**src/rtl/fc_pkg.sv**
```systemverilog
// Shared types and constants for the Z80-to-68000 banked window arbiter.
package fc_pkg;

    localparam int         BANK_W        = 9;
    localparam logic [7:0] BANK_REG_PAGE = 8'h60;

    typedef enum logic [2:0] {
        IDLE   = 3'd0,
        REQ    = 3'd1,
        SETUP  = 3'd2,
        STROBE = 3'd3,
        END    = 3'd4,
        REL    = 3'd5
    } fsm_state_t;

endpackage

```
**src/rtl/z80_bank_reg.sv**
```systemverilog
// Serial 9-bit bank register (shifted in one bit per write, LSB-first order)
// and the 68000 word address builder for the 32 KB window.
module z80_bank_reg
    import fc_pkg::*;
(
    input  logic        clk,
    input  logic        rst_n,
    input  logic        shift_en,
    input  logic        shift_bit,
    input  logic [13:0] win_addr,
    output logic [22:0] win_va
);

    logic [BANK_W-1:0] bank;

    // Newest bit enters at the top, so nine writes leave the first one in bank[0].
    always_ff @(posedge clk or negedge rst_n) begin
        if (!rst_n) begin
            bank <= '0;
        end else if (shift_en) begin
            bank <= {shift_bit, bank[BANK_W-1:1]};
        end
    end

    assign win_va = {bank, win_addr};

endmodule

```
**src/rtl/z80_bank_arbiter.sv**
```systemverilog
// Sequences Z80 window accesses onto the 68000 bus via BR/BG/BGACK and one byte cycle.
// Optional DTACK timeout is built when Z80_BANK_TIMEOUT_EN is defined.
module z80_bank_arbiter
    import fc_pkg::*;
#(
`ifdef Z80_BANK_TIMEOUT_EN
    parameter int TIMEOUT_CYC = 128,
`endif
    parameter int SETUP_CYC = 1
) (
    input  logic        MCLK,
    input  logic        RESET_n,
    input  logic        z_mreq,
    input  logic        z_rd,
    input  logic        z_wr,
    input  logic [15:0] z_addr,
    input  logic [7:0]  z_wdata,
    output logic [7:0]  z_rdata,
    output logic        z_wait,
    output logic        m_br,
    input  logic        m_bg,
    input  logic        m_as_in,
    output logic        m_bgack,
    input  logic        m_dtack,
    output logic [22:0] va,
    output logic        va_oe,
    output logic        m_as,
    output logic        m_uds,
    output logic        m_lds,
    output logic        m_rw,
    input  logic [15:0] vd_in,
    output logic [15:0] vd_out,
    output logic        vd_oe,
    output logic [2:0]  dbg_state
);

    localparam logic [1:0] SETUP_LAST = 2'(SETUP_CYC - 1);

    fsm_state_t  state, state_d;
    logic        z_mreq_q;
    logic        mreq_rise, bank_we, win_start;
    logic        grant, strobe_go, bus_done, tmo_hit;
    logic        acc_rd, acc_lane;
    logic [1:0]  setup_cnt;
    logic [22:0] win_va;

    assign mreq_rise = z_mreq & ~z_mreq_q;
    assign bank_we   = mreq_rise & z_wr & (z_addr[15:8] == BANK_REG_PAGE) & (state == IDLE);
    assign win_start = mreq_rise & z_addr[15] & (z_rd | z_wr) & (state == IDLE);
    assign dbg_state = state;

    z80_bank_reg u_bank_reg (
        .clk       (MCLK),
        .rst_n     (RESET_n),
        .shift_en  (bank_we),
        .shift_bit (z_wdata[0]),
        .win_addr  (z_addr[14:1]),
        .win_va    (win_va)
    );

`ifdef Z80_BANK_TIMEOUT_EN
    localparam logic [7:0] TMO_LAST = 8'(TIMEOUT_CYC - 1);
    logic [7:0] tmo_cnt;

    always_ff @(posedge MCLK or negedge RESET_n) begin
        if (!RESET_n) begin
            tmo_cnt <= '0;
        end else if (state == STROBE && state_d == STROBE) begin
            tmo_cnt <= tmo_cnt + 8'd1;
        end else begin
            tmo_cnt <= '0;
        end
    end
`endif

    always_ff @(posedge MCLK or negedge RESET_n) begin
        if (!RESET_n) begin
            state <= IDLE;
        end else begin
            state <= state_d;
        end
    end

    always_comb begin
        state_d   = state;
        grant     = 1'b0;
        strobe_go = 1'b0;
        bus_done  = 1'b0;
        tmo_hit   = 1'b0;
        case (state)
            IDLE:   if (win_start) state_d = REQ;
            // The grant only counts once our request is actually on the bus.
            REQ:    if (m_br & m_bg & ~m_as_in) begin
                        grant   = 1'b1;
                        state_d = SETUP;
                    end
            SETUP:  if (setup_cnt == SETUP_LAST) begin
                        strobe_go = 1'b1;
                        state_d   = STROBE;
                    end
            STROBE: begin
                        if (m_dtack) begin
                            bus_done = 1'b1;
                            state_d  = END;
                        end
`ifdef Z80_BANK_TIMEOUT_EN
                        else if (tmo_cnt == TMO_LAST) begin
                            tmo_hit  = 1'b1;
                            bus_done = 1'b1;
                            state_d  = END;
                        end
`endif
                    end
            END:    state_d = REL;
            REL:    state_d = IDLE;
            default: state_d = IDLE;
        endcase
    end

    always_ff @(posedge MCLK or negedge RESET_n) begin
        if (!RESET_n) begin
            z_mreq_q  <= 1'b0;
            z_rdata   <= '0;
            z_wait    <= 1'b0;
            m_br      <= 1'b0;
            m_bgack   <= 1'b0;
            va        <= '0;
            va_oe     <= 1'b0;
            m_as      <= 1'b0;
            m_uds     <= 1'b0;
            m_lds     <= 1'b0;
            m_rw      <= 1'b1;
            vd_out    <= '0;
            vd_oe     <= 1'b0;
            acc_rd    <= 1'b0;
            acc_lane  <= 1'b0;
            setup_cnt <= '0;
        end else begin
            z_mreq_q <= z_mreq;
            // BR rises one cycle into REQ and drops one cycle after BGACK.
            m_br     <= (state == REQ);
            if (win_start) begin
                z_wait   <= 1'b1;
                acc_rd   <= z_rd;
                acc_lane <= z_addr[0];
                va       <= win_va;
                vd_out   <= {z_wdata, z_wdata};
            end
            if (grant) begin
                m_bgack   <= 1'b1;
                va_oe     <= 1'b1;
                m_rw      <= acc_rd;
                vd_oe     <= ~acc_rd;
                setup_cnt <= '0;
            end
            if (state == SETUP) begin
                setup_cnt <= setup_cnt + 2'd1;
            end
            if (strobe_go) begin
                m_as  <= 1'b1;
                m_uds <= ~acc_lane;
                m_lds <= acc_lane;
            end
            if (bus_done) begin
                m_as  <= 1'b0;
                m_uds <= 1'b0;
                m_lds <= 1'b0;
                if (acc_rd) begin
                    z_rdata <= tmo_hit ? 8'hFF : (acc_lane ? vd_in[7:0] : vd_in[15:8]);
                end
            end
            if (state == REL) begin
                m_bgack <= 1'b0;
                va_oe   <= 1'b0;
                vd_oe   <= 1'b0;
                m_rw    <= 1'b1;
                z_wait  <= 1'b0;
            end
        end
    end

endmodule

```
**config.mk**
```make
export PLATFORM = sky130hd
export DESIGN_NAME = z80_bank_arbiter
export DESIGN_NICKNAME = d
export VERILOG_FILES = /design/src/rtl/fc_pkg.sv /design/src/rtl/z80_bank_reg.sv /design/src/rtl/z80_bank_arbiter.sv
export SDC_FILE = /design/constraint.sdc
export NUM_CORES = 1
export LEC_CHECK = 0
export ABC_AREA = 1
export ABC_CLOCK_PERIOD_IN_PS = 3000
export CAP_MARGIN = 20
export CORE_MARGIN = 8
export CORE_UTILIZATION = 42
export CTS_CLUSTER_SIZE = 28
export DETAILED_ROUTE_END_ITERATION = 8
export PLACE_DENSITY = 0.85
export SETUP_SLACK_MARGIN = 0.2
export SLEW_MARGIN = 20
export SYNTH_ARGS = -nofsm -noshare
export SYNTH_HDL_FRONTEND = slang
export SYNTH_SLANG_ARGS = --single-unit
```
**constraint.sdc**
```tcl
create_clock -name MCLK -period 3 [get_ports MCLK]
set_input_delay 0.6 -clock MCLK [delete_from_list [all_inputs] [get_ports MCLK]]
set_output_delay 0.6 -clock MCLK [all_outputs]
set_load 0.05 [all_outputs]
```
==> results.md, run 1 <==
Timing:
- The number of hold violations in the final report is 0.
- For the pin with the worst max-slew slack, the measured transition is ~0.62 ns.
- Timing would allow up to approximately 430 MHz.
- The worst path needs approximately 2.3 ns of the cycle, external delays included.
- Summed over all failing endpoints, the final setup total negative slack is 0 ns.
- Setup repair after global routing left no endpoint under its margin.
- The worst pin sits at a relative slew slack of approximately three fifths.
- The setup skew after layout is roughly 0.013 ns.
- The post-route clock period utilization is 77.68%.
- The final count of pins violating max slew is 0.
- Setup violations remaining at the end of the flow were counted as 0.

Cells and area:
- The layout has between 500 and 600 filler cells.
- The final layout contains 460 nets.
- 0 antenna diodes ended up in the layout.
- The filler-free cell count of the finished design is around 500.
- Compared with the post-synthesis result, the final layout area differs by 43.30%.
- In the final layout, the share of cells above drive strength 1 is roughly 8.2%.
- The final design utilization is ~60%.

Clock tree:
- The CTS buffer count is 9.
- Gates resized during post-CTS repair numbered 0.
- After clock tree synthesis, the clock-pin slew on the worst setup and hold paths is 0.07 ns.
- The clock passes through at most 2 buffers.
- The H-tree was split into 3 levels.
- The number of hold buffers added after CTS was 0.
- After clock tree synthesis, the setup repair step added 0 buffers.
- TritonCTS built the clock tree.
- The root buffer cell chosen for the clock tree is clkbuf_8.
- The sink count of the clock tree is 64.
- The later-pin clock latency in the skew report is 0.33 ns.

Global route:
- Global routing consumed, over all layers together, approximately 14% of the routing resources.
- The largest net degree at the start of global routing is 47.
- The first global-routing pass estimated roughly 11 mm of wire.
- The initial antenna violation count is 0.
- The number of global-route vias before repair is 2294.
- The remaining global-route overflow is 0.

Power:
- The total net switching power is roughly 2.1 mW.
- The switching share of total power is ~48%.
- The internal portion of the total power is around 2.3 mW.
- Sequential cells burn 30.9% of the power.
- Per report_power, the clock group accounts for between 10% and 20% of the total.
- The ratio of total power to cell area is roughly 1100 nW/um^2.
- The worst ir drop on vdd is around 0.39 mV.
- The standby leakage power is between 1.5 and 2 nW.
- The part of the power in combinational logic is a little over half.

Floorplan:
- The die width is ~98 um.
- In this run the count of I/O pins placed on the die edge is around 110.
- The initial utilization of the core area, before any placement, comes to approximately 42%.
- The floorplan step defined a die boundary enclosing 9561 um^2.
- The die is approximately 100 um tall.
- In this run the core area contains 30 standard-cell rows.
- The region available for standard cell placement spans about 6600 um^2.

Setup path:
- STA puts the critical path data arrival time at approximately 1.7 ns.
- Along the worst path, the maximum fanout reaches 7.
- The critical path is of the reg2out type.
- In this run the number of cells on the critical path is 1.
- For this run, the slowest stage of the critical path takes slightly below 0.9 ns.
- STA classifies the critical path startpoint as a register.
- The cell class contributing the biggest share of worst-path delay is buffers and inverters.
- The slowest stage of the critical path is the clkdlybuf4s50_1 cell.
- The critical path goes through clkdlybuf4s50_1.
- Together, buffers and inverters on the worst path number 1.
- The worst setup path is captured at a primary output.
- The required arrival time at the worst endpoint is 2.40 ns.
- The worst reg-to-reg path cell count is 7.

Yosys:
- The netlist uses 26 different library cells.
- Averaged over all synthesized cells, the footprint is 9.061 um^2.
- Counting every net in the synthesized netlist gives ~360.
- The Yosys warning count is 0.
- The sequential share of the synthesized area is 57.06%.
- The post-synthesis instance total is between 300 and 400.
- Counting flops and latches in the post-synthesis netlist gives 64.
- The cell area that synthesis handed to floorplanning was 2809 um^2.

Place:
- Summed over all nets, the half-perimeter wirelength after detailed placement is about 5.1 mm.
- The weighted congestion at the end of routability-driven global placement is about 0.75.
- The count of buffers from port buffering is around 110.
- The number of placed instances, taps included, is 480.

Min path:
- In this run the worst hold path is classified as in2async.

Routing:
- The final layout contains routed wiring with a total length of between 6 and 7 mm.
- The post-route antenna net violation count is 0.
- The detailed router placed approximately 2300 vias in this run.
- The average routed wire per standard cell is 13.67 um.
- For this run, design rule violations remaining after detail routing come to 0.
- The violation count after the first detailed-routing iteration is 73.
- The number of detailed-route iterations in the first pass is 4.
- In the routed layout, each cell is associated on average with a via count of between 4 and 5.

Status:
- The run finished with clean final reports.

Job:
- The tool flagged a number of max-cap violations equal to 0.
## layout by cell type (no fill, tap or decap)
master,synthesis,routed
a21oi_1,3,3
buf_2,3,1
buf_4,9,3
bufinv_16,0,1
clkbuf_8,0,9
clkdlybuf4s50_1,0,105
clkinv_1,1,1
clkinv_2,0,3
clkinv_4,0,1
clkinvlp_4,0,1
dfrtp_1,63,63
dfstp_2,1,1
ha_1,1,1
inv_1,46,46
inv_2,2,2
nand2_1,68,68
nand2_2,1,1
nand2_4,1,1
nand3_1,10,10
nand4_1,3,3
nand4_4,1,1
nor2_1,25,25
nor2_2,1,1
nor2_4,1,1
nor2_8,1,1
o21a_1,8,8
o21ai_0,12,12
o21ai_1,36,36
o21ai_2,6,6
## logic make-up (layout without fill, tap and decap cells)
| logic type | count (synthesis) | after routing | synth area share, % |
|---|---|---|---|
| flops | 64 | 64 | 57.06 |
| buf+inv | 68 | 173 | 11.80 |
| fa+ha+maj | 1 | 1 | 0.4454 |
| simple gates | 112 | 112 | 17.59 |
| compound gates | 65 | 65 | 13.10 |
## cells in the mapped netlist
master    number  area share, %
nand2_1       68            9.1
dfrtp_1       63             56
inv_1         46            6.1
o21ai_1       36            6.4
nor2_1        25            3.3
o21ai_0       12            2.1
nand3_1       10            1.8
buf_4          9            2.4
o21a_1         8            2.1
o21ai_2        6            1.9
buf_6          5            2.0
a21oi_1        3           0.53
buf_2          3           0.53
nand4_1        3           0.67
inv_2          2           0.27
clkbuf_1       1           0.13
clkbuf_2       1           0.18
clkinv_1       1           0.13
dfstp_2        1           0.94
ha_1           1           0.45
nand2_2        1           0.22
nand2_4        1           0.40
nand4_4        1           0.76
nor2_2         1           0.22
nor2_4         1           0.40
nor2_8         1           0.71
## state kept, by name (all words and copies together) (netlist names), 2 cells and up
name	flops
setup_cnt	2
u_bank_reg.bank	9
dbg_state	3
z_rdata	8
vd_out	8
va	23
## worst paths after layout
| kind | to | from | slack, ns |
|---|---|---|---|
| setup / recovery | dbg_state[2] | dbg_state[2] | 0.67 |
| hold / removal | z_rdata[7] | RESET_n | 0.29 |
| setup reg to reg | va[18] | dbg_state[0] | 1.23 |
| hold reg to reg | setup_cnt[1] | setup_cnt[1] | 0.48 |
| max in group asynchronous | vd_out[13] | RESET_n | 2.00 |
| min in group MCLK | setup_cnt[1] | setup_cnt[1] | 0.48 |
## power groups by stage
stage	registers, mW	clock network, mW	logic (mW)
global placement	1.36	0	2.32
detailed placement	1.37	0	2.36
finish	1.36	0.695	2.34
global route	1.40	0.752	2.49
CTS	1.36	0.717	2.37
floorplan	2.20	0	0.775
## cell type report
cell class / instances / area [um^2] / share of cell area [%]
clock buffers: 9 / 123.9 / 3.077
clock inverters: 6 / 61.31 / 1.523
inverters: 49 / 183.9 / 4.569
multi-input cells: 178 / 874.6 / 21.73
flip-flops and latches: 64 / 1603 / 39.82
well taps: 80 / 100.1 / 2.487
repair buffers: 109 / 1079 / 26.80
## through the flow
stage          hold WS, ns  area (um^2)  setup WS, ns  power [mW]
2_1_floorplan       0.3044         2809         1.395       2.977
3_5_place_dp        0.4686         3840        0.6958       3.730
4_1_cts             0.2972         4025        0.6739       4.439
6_report            0.2855         4025        0.6696       4.394
5_1_grt             0.3331         4025        0.6205       4.637
3_3_place_gp        0.4561         3840        0.7280       3.682
## routing by layer
metal	global-route usage, %	vias up	part of all wire, %
li1	-	1164	-
met1	16.83	1074	43
met2	23.14	89	47
met3	5.334	15	7.1
met4	6.595	0	2.1
met5	0	-	0
No activity file was read; power rests on OpenSTA's default activity.
==> inputs of run 2 (changes only) <==
--- a/config.mk
+++ b/config.mk
@@ -6,10 +6,10 @@
 export NUM_CORES = 1
 export LEC_CHECK = 0
 export ABC_AREA = 1
-export ABC_CLOCK_PERIOD_IN_PS = 3000
+export ABC_CLOCK_PERIOD_IN_PS = 1900
 export CAP_MARGIN = 20
 export CORE_MARGIN = 8
-export CORE_UTILIZATION = 42
+export CORE_UTILIZATION = 40
 export CTS_CLUSTER_SIZE = 28
 export DETAILED_ROUTE_END_ITERATION = 8
 export PLACE_DENSITY = 0.85
==> constraint.sdc (replaced) <==
create_clock -name MCLK -period 1.9 [get_ports MCLK]
set_input_delay 0.38 -clock MCLK [delete_from_list [all_inputs] [get_ports MCLK]]
set_output_delay 0.38 -clock MCLK [all_outputs]
set_load 0.05 [all_outputs]
==> run 2 against run 1 <==
Against the previous run:
- global-route usage fell by 0.074 points
- highest routed layer unchanged
- first-iteration DRC count fell by 6.8%
- via count fell by 2.0%
- non-clock buffer count fell by 1
- clock-buffer cell count did not move
==> results.md, run 2 (synthesis results as in run 1) <==
Timing:
- The final count of pins violating max slew is 0 (unchanged).
- The post-layout minimum cycle time is between 1.5 and 2 ns.
- The smallest setup slack after layout came to 0.2594 ns (-0.4103 ns).
- The worst hold margin came to 0.05370 ns (-0.2317 ns).
- Based on the critical path, the design can be clocked at up to roughly 600 MHz.
- The number of hold violations in the final report is 0 (unchanged).
- The relative max-transition margin is 57.85% (-0.68 points).
- The setup skew after layout is 0.009030 ns (-0.003862 ns).
- The total negative slack is 0 ns (unchanged).
- Setup repair after global routing left no endpoint under its margin.
- Dividing the final minimum period by the clock period gives a little under nine tenths.
- The number of setup violations in the final report came to 0 (unchanged).
- The actual slew at the worst max-slew pin is 0.6323 ns (+0.01019 ns).

Routing:
- The average routed wire per standard cell was 13.58 um (-0.67%).
- The aggregate routed wire length came to 6.940 mm (+2.5%).
- The violation count after the first detailed-routing iteration is 68 (-6.8%).
- The total via count after detailed routing was 2296 (-2.0%).
- The number of vias per cell was 4.493 (-5.0%).
- The post-route antenna net violation count came to 0 (unchanged).
- The number of design rule violations left after detail routing is 0 (unchanged).
- The number of detailed-route iterations in the first pass is 4 (unchanged).

Job:
- The number of max-cap violations came to 0 (unchanged).

Clock tree:
- The tree is rooted in a clkbuf_8.
- The H-tree level count is 3 (unchanged).
- The clock transition time at the flip-flop clock pins of the worst setup and hold paths is 0.08 ns (about the same).
- The later-pin clock latency in the skew report is 0.34 ns (about the same).
- The sink count of the clock tree is 64 (unchanged).
- The maximum root-to-sink buffer count was 2 (unchanged).
- TritonCTS built the clock tree.
- The post-CTS setup buffer count came to 0 (unchanged).
- The cts-stage hold buffer count is 0 (unchanged).
- The CTS buffer count is 9 (unchanged).

Power:
- The total chip power is 6.774 mW (+54%).
- The ratio of total power to cell area is 1704 nW/um^2 (+56%).
- The worst ir drop on vdd is 0.7142 mV (+83%).
- The standby leakage power is 2.025 nW (+7.1%).

Global route:
- The initial antenna violation count was 0 (unchanged).
- The busiest layer in global routing is met2.
- The largest net degree at the start of global routing is 63 (+34%).
- The total global routing track utilization was 14.36% (-0.074 points).
- The global-route wire length before repair is 11.49 mm (+2.3%).
- The met1 usage in global routing is 17.36% (+0.52 points).
- The met2 track demand over resource in global routing is 23.40% (+0.25 points).
- The number of global-route vias before repair came to 2297 (+0.13%).
- The remaining global-route overflow came to 0 (unchanged).
- The global routing met3 resource utilization was 4.567% (-0.77 points).

Setup path:
- The data arrival time of the critical path is 1.26 ns (-0.47 ns).
- The kind of launch point of the worst setup path is a register.
- The number of buffer and inverter stages on the critical path is 1 (unchanged).
- The cell class contributing the biggest share of worst-path delay is buffers and inverters.
- The required arrival time at the worst endpoint came to 1.52 ns (-0.88 ns).
- The signal on the critical path passes through dlygate4sd2_1.
- The worst setup path is of the reg2out kind.
- The worst-path maximum fanout is 3 (-4).
- The slowest stage cell on the critical path is dlygate4sd2_1.
- STA classifies the critical path endpoint as a primary output.
- The delay of the slowest cell on the worst path is 0.55 ns (-0.33 ns).

Floorplan:
- The die width is 99.80 um (+2.1%).
- The total number of placement rows is 30 (unchanged).
- The die area was 9960 um^2 (+4.2%).
- The vertical die dimension came to 99.80 um (+2.1%).
- The area of the placeable core is 6794 um^2 (+2.3%).
- The I/O pin count came to 107 (unchanged).
- The starting density of the core is 41.34% (-0.93 points).

Cells and area:
- The share of cells above drive strength 1 is 14.94% (+6.7 points).
- Relative to the synthesized area, the layout overhead comes to 41.56%.
- The filler-free cell count of the finished design is 511 (+3.2%).
- Leaving out fill and tap cells, the most frequent cells in the layout are nand2_1 (68), dfrtp_1 (63), inv_1 (46), clkdlybuf4s50_1 (46), o21ai_1 (36).
- The largest registers in the layout are va: 23 flops, u_bank_reg.bank: 9 flops.
- The number of diodes added for antenna fixing is 0 (unchanged).
- The final design utilization came to 58.53% (-2.1 points).
- More flip-flops sit in one register than any other, and that register is va.
- The flip-flop count of the largest register, all copies and words added is 23 (unchanged).
- The commonest non-fill, non-tap cell in the layout is nand2_1.
- The number of fill cells in the layout is 604 (+12%).
- The post-layout instance area is 3976 um^2 (-1.2%).
- The post-layout net count was 459 (-0.22%).

Place:
- The half-perimeter wire length after detailed placement came to 5.296 mm (+3.5%).
- The post-place instance area is 3810 um^2 (-0.78%).
- The total instance count after detailed placement is 495 (+3.1%).
- The weighted congestion at the end of routability-driven global placement is 0.7953 (+6.5%).
- The post-placement setup slack was 0.03935 ns (-0.6564 ns).
- The count of buffers from port buffering was 106 (unchanged).

Min path:
- In this run the worst hold path is classified as in2async.

Status:
- The run finished with clean final reports.
==> run 2: changes by cell type in the layout (fill, tap and decap cells not counted) <==
cell and delta:
dlygate4sd2_1 +32, clkinv_4 +2, buf_4 +24, nor2_1 -1, inv_6 +1, clkinv_2 -3
clkinvlp_4 +1, buf_12 +2, nor2_2 +1, clkdlybuf4s50_1 -59
==> run 2: path summary, 6_finish.rpt <==
kind	start	depth (start not counted)	to	slack [ns]
min in group MCLK	setup_cnt[0]	1	setup_cnt[0]	0.47
max in group asynchronous	RESET_n	2	z_rdata[5]	1.21
setup reg to reg	dbg_state[0]	7	vd_out[11]	0.40
hold reg to reg	setup_cnt[0]	1	setup_cnt[0]	0.47
hold / removal	RESET_n	1	u_bank_reg.bank[4]	0.05
setup / recovery	vd_out[11]	1	vd_out[11]	0.26
==> run 2: final cells by class <==
class                           instances  area [um^2]  area share, %
Multi-Input combinational cell        178        877.1          22.06
Inverter                               49        183.9          4.626
Clock inverter                          7        80.08          2.014
Tap cell                               96        120.1          3.021
Clock buffer                            9        123.9          3.115
Timing Repair Buffer                  108        988.4          24.86
Sequential cell                        64         1603          40.31
==> run 2: power by group <==
group	internal (mW)	total (mW)	switching, mW
Sequential	1.81	2.14	0.336
Clock	0.616	1.18	0.566
Combinational	0.959	3.45	2.49
Total	3.38	6.77	3.39
==> run 2: layer usage <==
layer | share of wire [%] | vias up
met4 | 1.1 | 0
li1 | - | 1167
met2 | 48 | 69
met5 | 0 | -
met3 | 6.9 | 7
met1 | 43 | 1053
==> run 2: timing repair <==
| action | 4_1_cts | 5_1_grt |
|---|---|---|
| gates resized for setup | 32 | 1 |
| gates cloned | 0 | 0 |
| endpoints found under the setup margin | 32 | 3 |
| endpoints found under the hold margin | 0 | 0 |
